==> config.mk <==
export PLATFORM = sky130hd
export DESIGN_NAME = parity_frame_scheduler_flat
export DESIGN_NICKNAME = d
export VERILOG_FILES = /design/src/rtl/parity_frame_scheduler_if.sv /design/src/rtl/parity_frame_scheduler.sv /design/src/flat_wrapper.sv
export SDC_FILE = /design/constraint.sdc
export NUM_CORES = 1
export LEC_CHECK = 0
export ABC_AREA = 1
export BUFFER_PORTS_ARGS = -buffer_cell sky130_fd_sc_hd__buf_2
export CAP_MARGIN = 40
export CORE_ASPECT_RATIO = 1.4
export CORE_MARGIN = 3
export CORE_UTILIZATION = 40
export DETAILED_ROUTE_END_ITERATION = 8
export GPL_ROUTABILITY_DRIVEN = 0
export HOLD_SLACK_MARGIN = 0.1
export PLACE_DENSITY = 0.58
export SLEW_MARGIN = 20
export SYNTH_ARGS = -nofsm -noshare
export SYNTH_HDL_FRONTEND = slang
export SYNTH_SLANG_ARGS = --single-unit
==> constraint.sdc <==
create_clock -name clk -period 1.7 [get_ports clk]
set_input_delay 0.34 -clock clk [delete_from_list [all_inputs] [get_ports clk]]
set_output_delay 0.34 -clock clk [all_outputs]
set_load 0.05 [all_outputs]
==> src/rtl/parity_frame_scheduler_if.sv <==
// Requester-side bundle for the parity frame scheduler.
// master: requesters plus line observer; slave: the scheduler.
interface parity_frame_scheduler_if;
  logic [1:0] req;
  logic [3:0] data0;
  logic [3:0] data1;
  logic [1:0] gnt;
  logic       tx;
  logic       busy;
  logic       done;
  logic       src;

  modport master (
    output req, data0, data1,
    input  gnt, tx, busy, done, src
  );

  modport slave (
    input  req, data0, data1,
    output gnt, tx, busy, done, src
  );
endinterface

==> src/rtl/parity_frame_scheduler.sv <==
// Two-requester odd-parity nibble framer: start, 4 data LSB first, parity, stop.
// Define PARITY_SCHED_RR_EN for round-robin; default is fixed priority (req[0]).
module parity_frame_scheduler #(
  parameter int BIT_CYCLES = 1
) (
  input logic clk,
  input logic rst,
  parity_frame_scheduler_if.slave bus
);

  typedef enum logic [2:0] {
    IDLE,
    START,
    DATA,
    PARITY,
    STOP
  } state_t;

  localparam logic [7:0] LAST = 8'(BIT_CYCLES - 1);

  state_t     state_q, state_n;
  logic [7:0] cnt_q, cnt_n;
  logic [1:0] bit_q, bit_n;
  logic [3:0] shift_q, shift_n;
  logic       par_q, par_n;
  logic       tx_q, tx_n;
  logic       busy_q, busy_n;
  logic       done_q, done_n;
  logic [1:0] gnt_q, gnt_n;
  logic       src_q, src_n;

  logic       last;
  logic       any_req;
  logic       win;
  logic [3:0] win_data;
  logic       do_grant;

  assign last    = (cnt_q == LAST);
  assign any_req = |bus.req;

  // Pick the winner among the current requests.
  always_comb begin
`ifdef PARITY_SCHED_RR_EN
    win = (&bus.req) ? ~src_q : bus.req[1];
`else
    win = ~bus.req[0];
`endif
    win_data = win ? bus.data1 : bus.data0;
  end

  // Frame sequencer: next state and next registered outputs.
  always_comb begin
    state_n  = state_q;
    cnt_n    = cnt_q;
    bit_n    = bit_q;
    shift_n  = shift_q;
    par_n    = par_q;
    tx_n     = tx_q;
    busy_n   = busy_q;
    done_n   = 1'b0;
    gnt_n    = 2'b00;
    src_n    = src_q;
    do_grant = 1'b0;

    unique case (state_q)
      IDLE: begin
        tx_n   = 1'b1;
        busy_n = 1'b0;
        cnt_n  = 8'd0;
        if (any_req) do_grant = 1'b1;
      end
      START: begin
        if (last) begin
          state_n = DATA;
          cnt_n   = 8'd0;
          bit_n   = 2'd0;
          tx_n    = shift_q[0];
        end else begin
          cnt_n = cnt_q + 8'd1;
        end
      end
      DATA: begin
        if (last) begin
          cnt_n = 8'd0;
          if (bit_q == 2'd3) begin
            state_n = PARITY;
            tx_n    = par_q;
          end else begin
            bit_n   = bit_q + 2'd1;
            shift_n = {1'b0, shift_q[3:1]};
            tx_n    = shift_q[1];
          end
        end else begin
          cnt_n = cnt_q + 8'd1;
        end
      end
      PARITY: begin
        if (last) begin
          state_n = STOP;
          cnt_n   = 8'd0;
          tx_n    = 1'b1;
        end else begin
          cnt_n = cnt_q + 8'd1;
        end
      end
      STOP: begin
        if (last) begin
          done_n = 1'b1;
          cnt_n  = 8'd0;
          if (any_req) begin
            do_grant = 1'b1;
          end else begin
            state_n = IDLE;
            busy_n  = 1'b0;
            tx_n    = 1'b1;
          end
        end else begin
          cnt_n = cnt_q + 8'd1;
        end
      end
      default: begin
        state_n = IDLE;
        tx_n    = 1'b1;
        busy_n  = 1'b0;
      end
    endcase

    if (do_grant) begin
      state_n = START;
      cnt_n   = 8'd0;
      bit_n   = 2'd0;
      shift_n = win_data;
      par_n   = ~^win_data;
      gnt_n   = win ? 2'b10 : 2'b01;
      src_n   = win;
      tx_n    = 1'b0;
      busy_n  = 1'b1;
    end
  end

  // State and output registers; reset aborts any frame at once.
  always_ff @(posedge clk or posedge rst) begin
    if (rst) begin
      state_q <= IDLE;
      cnt_q   <= 8'd0;
      bit_q   <= 2'd0;
      shift_q <= 4'd0;
      par_q   <= 1'b0;
      tx_q    <= 1'b1;
      busy_q  <= 1'b0;
      done_q  <= 1'b0;
      gnt_q   <= 2'b00;
      src_q   <= 1'b1;
    end else begin
      state_q <= state_n;
      cnt_q   <= cnt_n;
      bit_q   <= bit_n;
      shift_q <= shift_n;
      par_q   <= par_n;
      tx_q    <= tx_n;
      busy_q  <= busy_n;
      done_q  <= done_n;
      gnt_q   <= gnt_n;
      src_q   <= src_n;
    end
  end

  assign bus.gnt  = gnt_q;
  assign bus.tx   = tx_q;
  assign bus.busy = busy_q;
  assign bus.done = done_q;
  assign bus.src  = src_q;

endmodule

==> src/flat_wrapper.sv <==
// flat-port wrapper written by rule: the top's interface ports become plain ports
module parity_frame_scheduler_flat 
#(
  parameter int BIT_CYCLES = 1
)
  (clk, rst, bus_req, bus_data0, bus_data1, bus_gnt, bus_tx, bus_busy, bus_done, bus_src);
  parity_frame_scheduler_if bus_i ();
  input logic clk;
  input logic rst;
  input wire logic [$bits(bus_i.req)-1:0] bus_req;
  input wire logic [$bits(bus_i.data0)-1:0] bus_data0;
  input wire logic [$bits(bus_i.data1)-1:0] bus_data1;
  output wire logic [$bits(bus_i.gnt)-1:0] bus_gnt;
  output wire logic [$bits(bus_i.tx)-1:0] bus_tx;
  output wire logic [$bits(bus_i.busy)-1:0] bus_busy;
  output wire logic [$bits(bus_i.done)-1:0] bus_done;
  output wire logic [$bits(bus_i.src)-1:0] bus_src;
  assign bus_i.req = bus_req;
  assign bus_i.data0 = bus_data0;
  assign bus_i.data1 = bus_data1;
  assign bus_gnt = bus_i.gnt;
  assign bus_tx = bus_i.tx;
  assign bus_busy = bus_i.busy;
  assign bus_done = bus_i.done;
  assign bus_src = bus_i.src;
  parity_frame_scheduler #(.BIT_CYCLES(BIT_CYCLES)) u_core (.clk(clk), .rst(rst), .bus(bus_i));
endmodule
# After elaboration in Yosys (flattened, before gate mapping)
# Cells that the tools add are included.
[classes]
mux = 40
reduce_logical = 15
eq_ne = 15
bitwise = 1
addsub = 2
[op_table]
columns = ["operator", "count"]
rows = [
  ["3-bit 2-to-1 mux", 7],
  ["4-bit 2-to-1 mux", 5],
  ["8-bit 2-to-1 mux", 2],
  ["8-bit case mux with 2 select lines", 1],
  ["3-bit by 1-bit != test with 1-bit output (second input constant)", 5],
  ["3-bit case mux with 5 select lines", 1],
  ["1-bit 2-to-1 mux", 14],
  ["2-bit 2-to-1 mux", 6],
  ["8-bit by 1-bit adder with 8-bit output (second input constant)", 1],
  ["8-bit zero test", 1],
  ["7-bit AND reduction", 1],
  ["3-bit by 2-bit == test with 1-bit output (second input constant)", 2],
  ["2-bit by 1-bit != test with 1-bit output (second input constant)", 3],
  ["3-bit AND reduction", 2],
  ["3-bit nonzero test", 2],
  ["5-bit AND reduction", 1],
  ["1-bit case mux with 2 select lines", 2],
  ["1-bit case mux with 4 select lines", 1],
  ["2-bit case mux with 2 select lines", 1],
  ["4-bit AND reduction", 1],
  ["2-bit nonzero test", 2],
  ["4-bit OR reduction", 1],
  ["4-bit XNOR reduction", 1],
  ["3-bit by 1-bit == test with 1-bit output (second input constant)", 1],
  ["other kinds (9)", 9],
]
[word_totals]
input_bits = 12
ff_bits = 24
out_inout_bits = 6
elab_cells = 83

# Logic depth before layout (Yosys ltp)
[depth]
ltp_word = 6
ltp_mapped = 12
depth_no_buf = 11

# Worst setup path after synthesis
# No wires, ideal clock.
[synth_timing]
path_kind = "register to register"
start = "register u_core.cnt_q[0]"
end = "register u_core.shift_q[0]"
arrival_time_ns = 1.331
synth_period_minus_slack_ns = 1.449
required_ns = 1.581
n_path_buf = 1
setup_ns = 0.119
stages_incl_launch_ff = 13
setup_slack_ns = 0.251
cell_sequence = "dfrtp_1 -> inv_1 -> ha_1 -> nand2_1 -> nor2_2 -> nand2_4 -> nand2_4 -> nand2_4 -> buf_12 -> nand2_4 -> inv_2 -> nand2_1 -> nand2_1"
[synth_between]
elab_chain_cells = 5
elab_cells_between_ends = 8
cone_classes = "eq/ne (1); mux (3); reduce/logical (4)"
[synth_rtl]
columns = ["item", "line_no", "rtl"]
rows = [
  ["from (decl)", "parity_frame_scheduler.sv:22", "logic [7:0] cnt_q, cnt_n;"],
  ["from (signal assigned)", "parity_frame_scheduler.sv:156", "cnt_q <= cnt_n;"],
  ["8-bit zero test *", "parity_frame_scheduler.sv:38", "assign last = (cnt_q == LAST);"],
  ["1-bit 2-to-1 mux", "parity_frame_scheduler.sv:107", "if (last) begin"],
  ["1-bit case mux with 2 select lines", "parity_frame_scheduler.sv:65", "unique case (state_q)"],
  ["2-bit by 1-bit != test with 1-bit output (no line) or 2-bit nonzero test (tied branches)", "-", ""],
  ["3-bit AND reduction (no line)", "-", ""],
  ["to (signal assigned)", "parity_frame_scheduler.sv:158", "shift_q <= shift_n;"],
  ["to (decl)", "parity_frame_scheduler.sv:24", "logic [3:0] shift_q, shift_n;"],
]
# Mark *: on every way between the ends. The rest lies on a longest branch, timed or not.
# A chain may end at the register's enable or synchronous reset.

# Final worst setup path
[layout_timing]
start = "register u_core.cnt_q[1]"
end = "register u_core.state_q[1]"
[layout_between]
elab_chain_cells = 5
elab_cells_between_ends = 12
cone_classes = "eq/ne (7); mux (3); reduce/logical (2)"
[layout_rtl]
columns = ["item", "line_no", "rtl"]
rows = [
  ["8-bit zero test *", "parity_frame_scheduler.sv:38", ""],
  ["1-bit 2-to-1 mux", "parity_frame_scheduler.sv:107", ""],
  ["1-bit case mux with 2 select lines", "parity_frame_scheduler.sv:65", ""],
  ["3-bit by 1-bit != test with 1-bit output (no line) (tied with other cells)", "-", ""],
  ["7-bit AND reduction (no line)", "-", ""],
  ["to (signal assigned)", "parity_frame_scheduler.sv:155", "state_q <= state_n;"],
  ["to (decl)", "parity_frame_scheduler.sv:21", "state_t state_q, state_n;"],
]
# Marks and branches as above.

==> run summary <==
Total CTS buffers: 3
Met3 WL post-DR: 85 microns
DR WL/cell: 11.8 microns
MaxCap Viol Count: 0
Remaining DRCs: 0
Share of cells above drive strength 1: 22.3%
Sequential cell area: 603 sq um
Number of synthesized flops with an enable pin: 0
Required @ worst endpoint: 1.86 ns
CTS Sinks: 24
Final Cycle Share: 91.2%
Endpoint class of the critical path: register
Rows: 25
Metal-1 WL: 1190 microns
Unique masters post-synth: 25
Multi-input logic area: 716 sq um
Post-route design area: 0.00164 sq mm
Vias/cell: 4.97
Mapped Area: 0.00146 sq mm
Status: complete, no violations
Syn_area_per_cell: 7.51 sq um
Synth-to-layout area growth: 12.5%
Arr. time, crit path: 1.71 ns
Critical Path Source Type: register
Leak: 0.890 nW
Core ar.: 0.00344 sq mm
Syn Nets: 209
Highest metal used: met4
Worst slew margin: 77.9%
Post-Synthesis Cells: 194
Fmax achieved: 645 MHz
Fin. Hold Viols: 0
CTS max path bufs: 2
Largest area contributor in the netlist: dfrtp_1
Setup skew after layout: 0.00524 ns
HPWL after DPL: 2410 microns
Final Critical Period: 1.55 ns
Global Route Usage Sum: 14.9%
Number of global-route vias before repair: 1339
Top Ports: 18
Max-slew violations: 0
FF-to-FF path depth: 11
Worst reg2reg endpoint: u_core.state_q[1]$_DFFE_PP0P_
Die Area: 0.00441 sq mm
Root buffer cell: clkbuf_8
Endpoints failing setup: 0
Total wire length: 3010 microns
Synth area leaders: dfrtp_1 (38%), nand2_1 (14%), nand3_1 (7.2%), inv_1 (6.2%), o21ai_0 (4.1%)
DP Area: 0.00157 sq mm
PwrDens: 1490 mW/mm^2
First-pass GRT wire length: 5350 microns
Die Span Y: 77.4 microns
ANT cells: 0
Hold Crit Class: input pin to async pin
Via Count: 1268
GRT overflow: 0
Synth Warn #: 0
Worst-Margin Slew: 0.328 ns
Reg clk slew, reported paths: 0.09 ns
Chip width: 57.0 microns
R2R setup slack: 0.15 ns
Hold WS: 0.109 ns
Dominant register cell in the synthesized netlist: dfrtp_1
Largest net degree at the start of global routing: 25
Worst-path fanout max: 12
Yosys top cell area share: 37.8%
Setup WS post-layout: 0.149 ns
DR iter-0 viols: 47
Post-synthesis async set-or-reset flop share: 100%
Nets: 231
Antenna-violating nets left: 0
DRT Pass-1 Iters: 4
# H-tree levels: 1
Part of the Yosys area used for sequential elements: 41.4%
Port Buffers: 17
Clock insertion delay at the later pin of the skew report: 0.27 ns
Hold Buf Count CTS: 0
Wire length on met2: 1700 microns
Critical path class: register to register
Fill cells: 375
Worst Setup Slack post-DPL: 0.127 ns
CTS tree: built
Maximum VDD drop: 1030 uV
Initial Util: 42.4%
Reg2reg start: u_core.cnt_q[1]$_DFFE_PP0P_
Setup TNS: 0 ns
Final core utilization: 47.7%
Seq cells post-synth: 24
Initial antenna violation count: 0
layer usage:
metal / GRT usage (%) / vias up
li1: - / 656
met3: 0.998 / 4
met1: 15.5 / 583
met5: 0 / -
met2: 30.1 / 25
met4: 4.87 / 0
how the worst max path moves through the flow:
stage                                      startpoint                             to  slack [ns]  cells after the start
after floorplan           u_core.cnt_q[0]$_DFFE_PP0P_  u_core.shift_q[0]$_DFFE_PP0P_        0.25                     12
after global placement    u_core.cnt_q[0]$_DFFE_PP0P_    u_core.bit_q[1]$_DFFE_PP0P_        0.20                     11
after detailed placement  u_core.cnt_q[0]$_DFFE_PP0P_  u_core.state_q[1]$_DFFE_PP0P_        0.13                     11
after CTS                 u_core.cnt_q[0]$_DFFE_PP0P_  u_core.state_q[1]$_DFFE_PP0P_        0.11                     11
after global routing      u_core.cnt_q[1]$_DFFE_PP0P_    u_core.bit_q[0]$_DFFE_PP0P_      -0.002                     11
final                     u_core.cnt_q[1]$_DFFE_PP0P_  u_core.state_q[1]$_DFFE_PP0P_        0.15                     11
what timing repair did:
action / 4_1_cts / 5_1_grt
endpoints found under the setup margin: 0 / 4
resized for setup: 0 / 1
setup buffers: 0 / 1
critical path, cell delays in order (launching register included):
cell,delay [ns]
dfrtp_1,0.40
inv_1,0.08
ha_1,0.16
nand2_1,0.07
nor2_2,0.15
nand2_4,0.10
nand2_4,0.10
nand2_8,0.10
nand2_2,0.11
nand2_1,0.07
nand2_1,0.06
nand2_1,0.05
layout by cell type (no fill, tap or decap), drive strengths merged, types with 2 or more instances in the layout:
cell type / count
clkbuf: 4
nor3: 3
dfrtp: 22
nand4: 2
inv: 31
nand2: 62
xor2: 2
o22ai: 4
nor2: 20
dfstp: 2
nand3: 22
o21ai: 16
ha: 3
buf: 19
per-stage QoR:
| step | total power [mW] | cells |
|---|---|---|
| after global routing | 2.65 | 255 |
| final | 2.44 | 255 |
| after floorplan | 1.86 | 194 |
| after detailed placement | 2.06 | 250 |
| after global placement | 2.04 | 250 |
| after CTS | 2.45 | 254 |
flip-flops by register name, summed over array words and instances, names as in the netlist, 2 cells and up:
signal	count
u_core.shift_q	4
u_core.bus.gnt	2
u_core.bit_q	2
u_core.state_q	3
u_core.cnt_q	8
where the power goes:
group	internal, mW	switching (mW)	total, mW
clock	0.207	0.183	0.390
combinational	0.357	0.831	1.19
sequential	0.749	0.117	0.866
cell type report:
type,instances,area share (%)
Tap cell,40,3.05
Clock buffer,4,3.36
Timing Repair Buffer,19,6.10
Multi-Input combinational cell,137,43.6
Sequential cell,24,36.8
Inverter,31,7.09
synthesized netlist by cell type, types with 2 or more instances:
| master | number |
|---|---|
| dfrtp_1 | 22 |
| dfstp_2 | 2 |
| ha_1 | 3 |
| inv_1 | 24 |
| inv_2 | 7 |
| nand2_1 | 55 |
| nand2_2 | 3 |
| nand2_4 | 4 |
| nand3_1 | 21 |
| nand4_1 | 2 |
| nor2_1 | 14 |
| nor2_2 | 3 |
| nor2_4 | 3 |
| nor3_1 | 3 |
| o21ai_0 | 12 |
| o21ai_1 | 2 |
| o21ai_2 | 2 |
| o22ai_1 | 4 |
| xor2_1 | 2 |
logic make-up after synthesis:
| group | Yosys count | synth area share (%) |
|---|---|---|
| flops | 24 | 41.4 |
| simple gates | 109 | 35.5 |
| compound gates | 22 | 8.58 |
| buf+inv | 33 | 10.1 |
| fa+ha+maj | 3 | 2.58 |
| xor+xnor | 3 | 1.80 |
(Power assumes the default switching activity.)
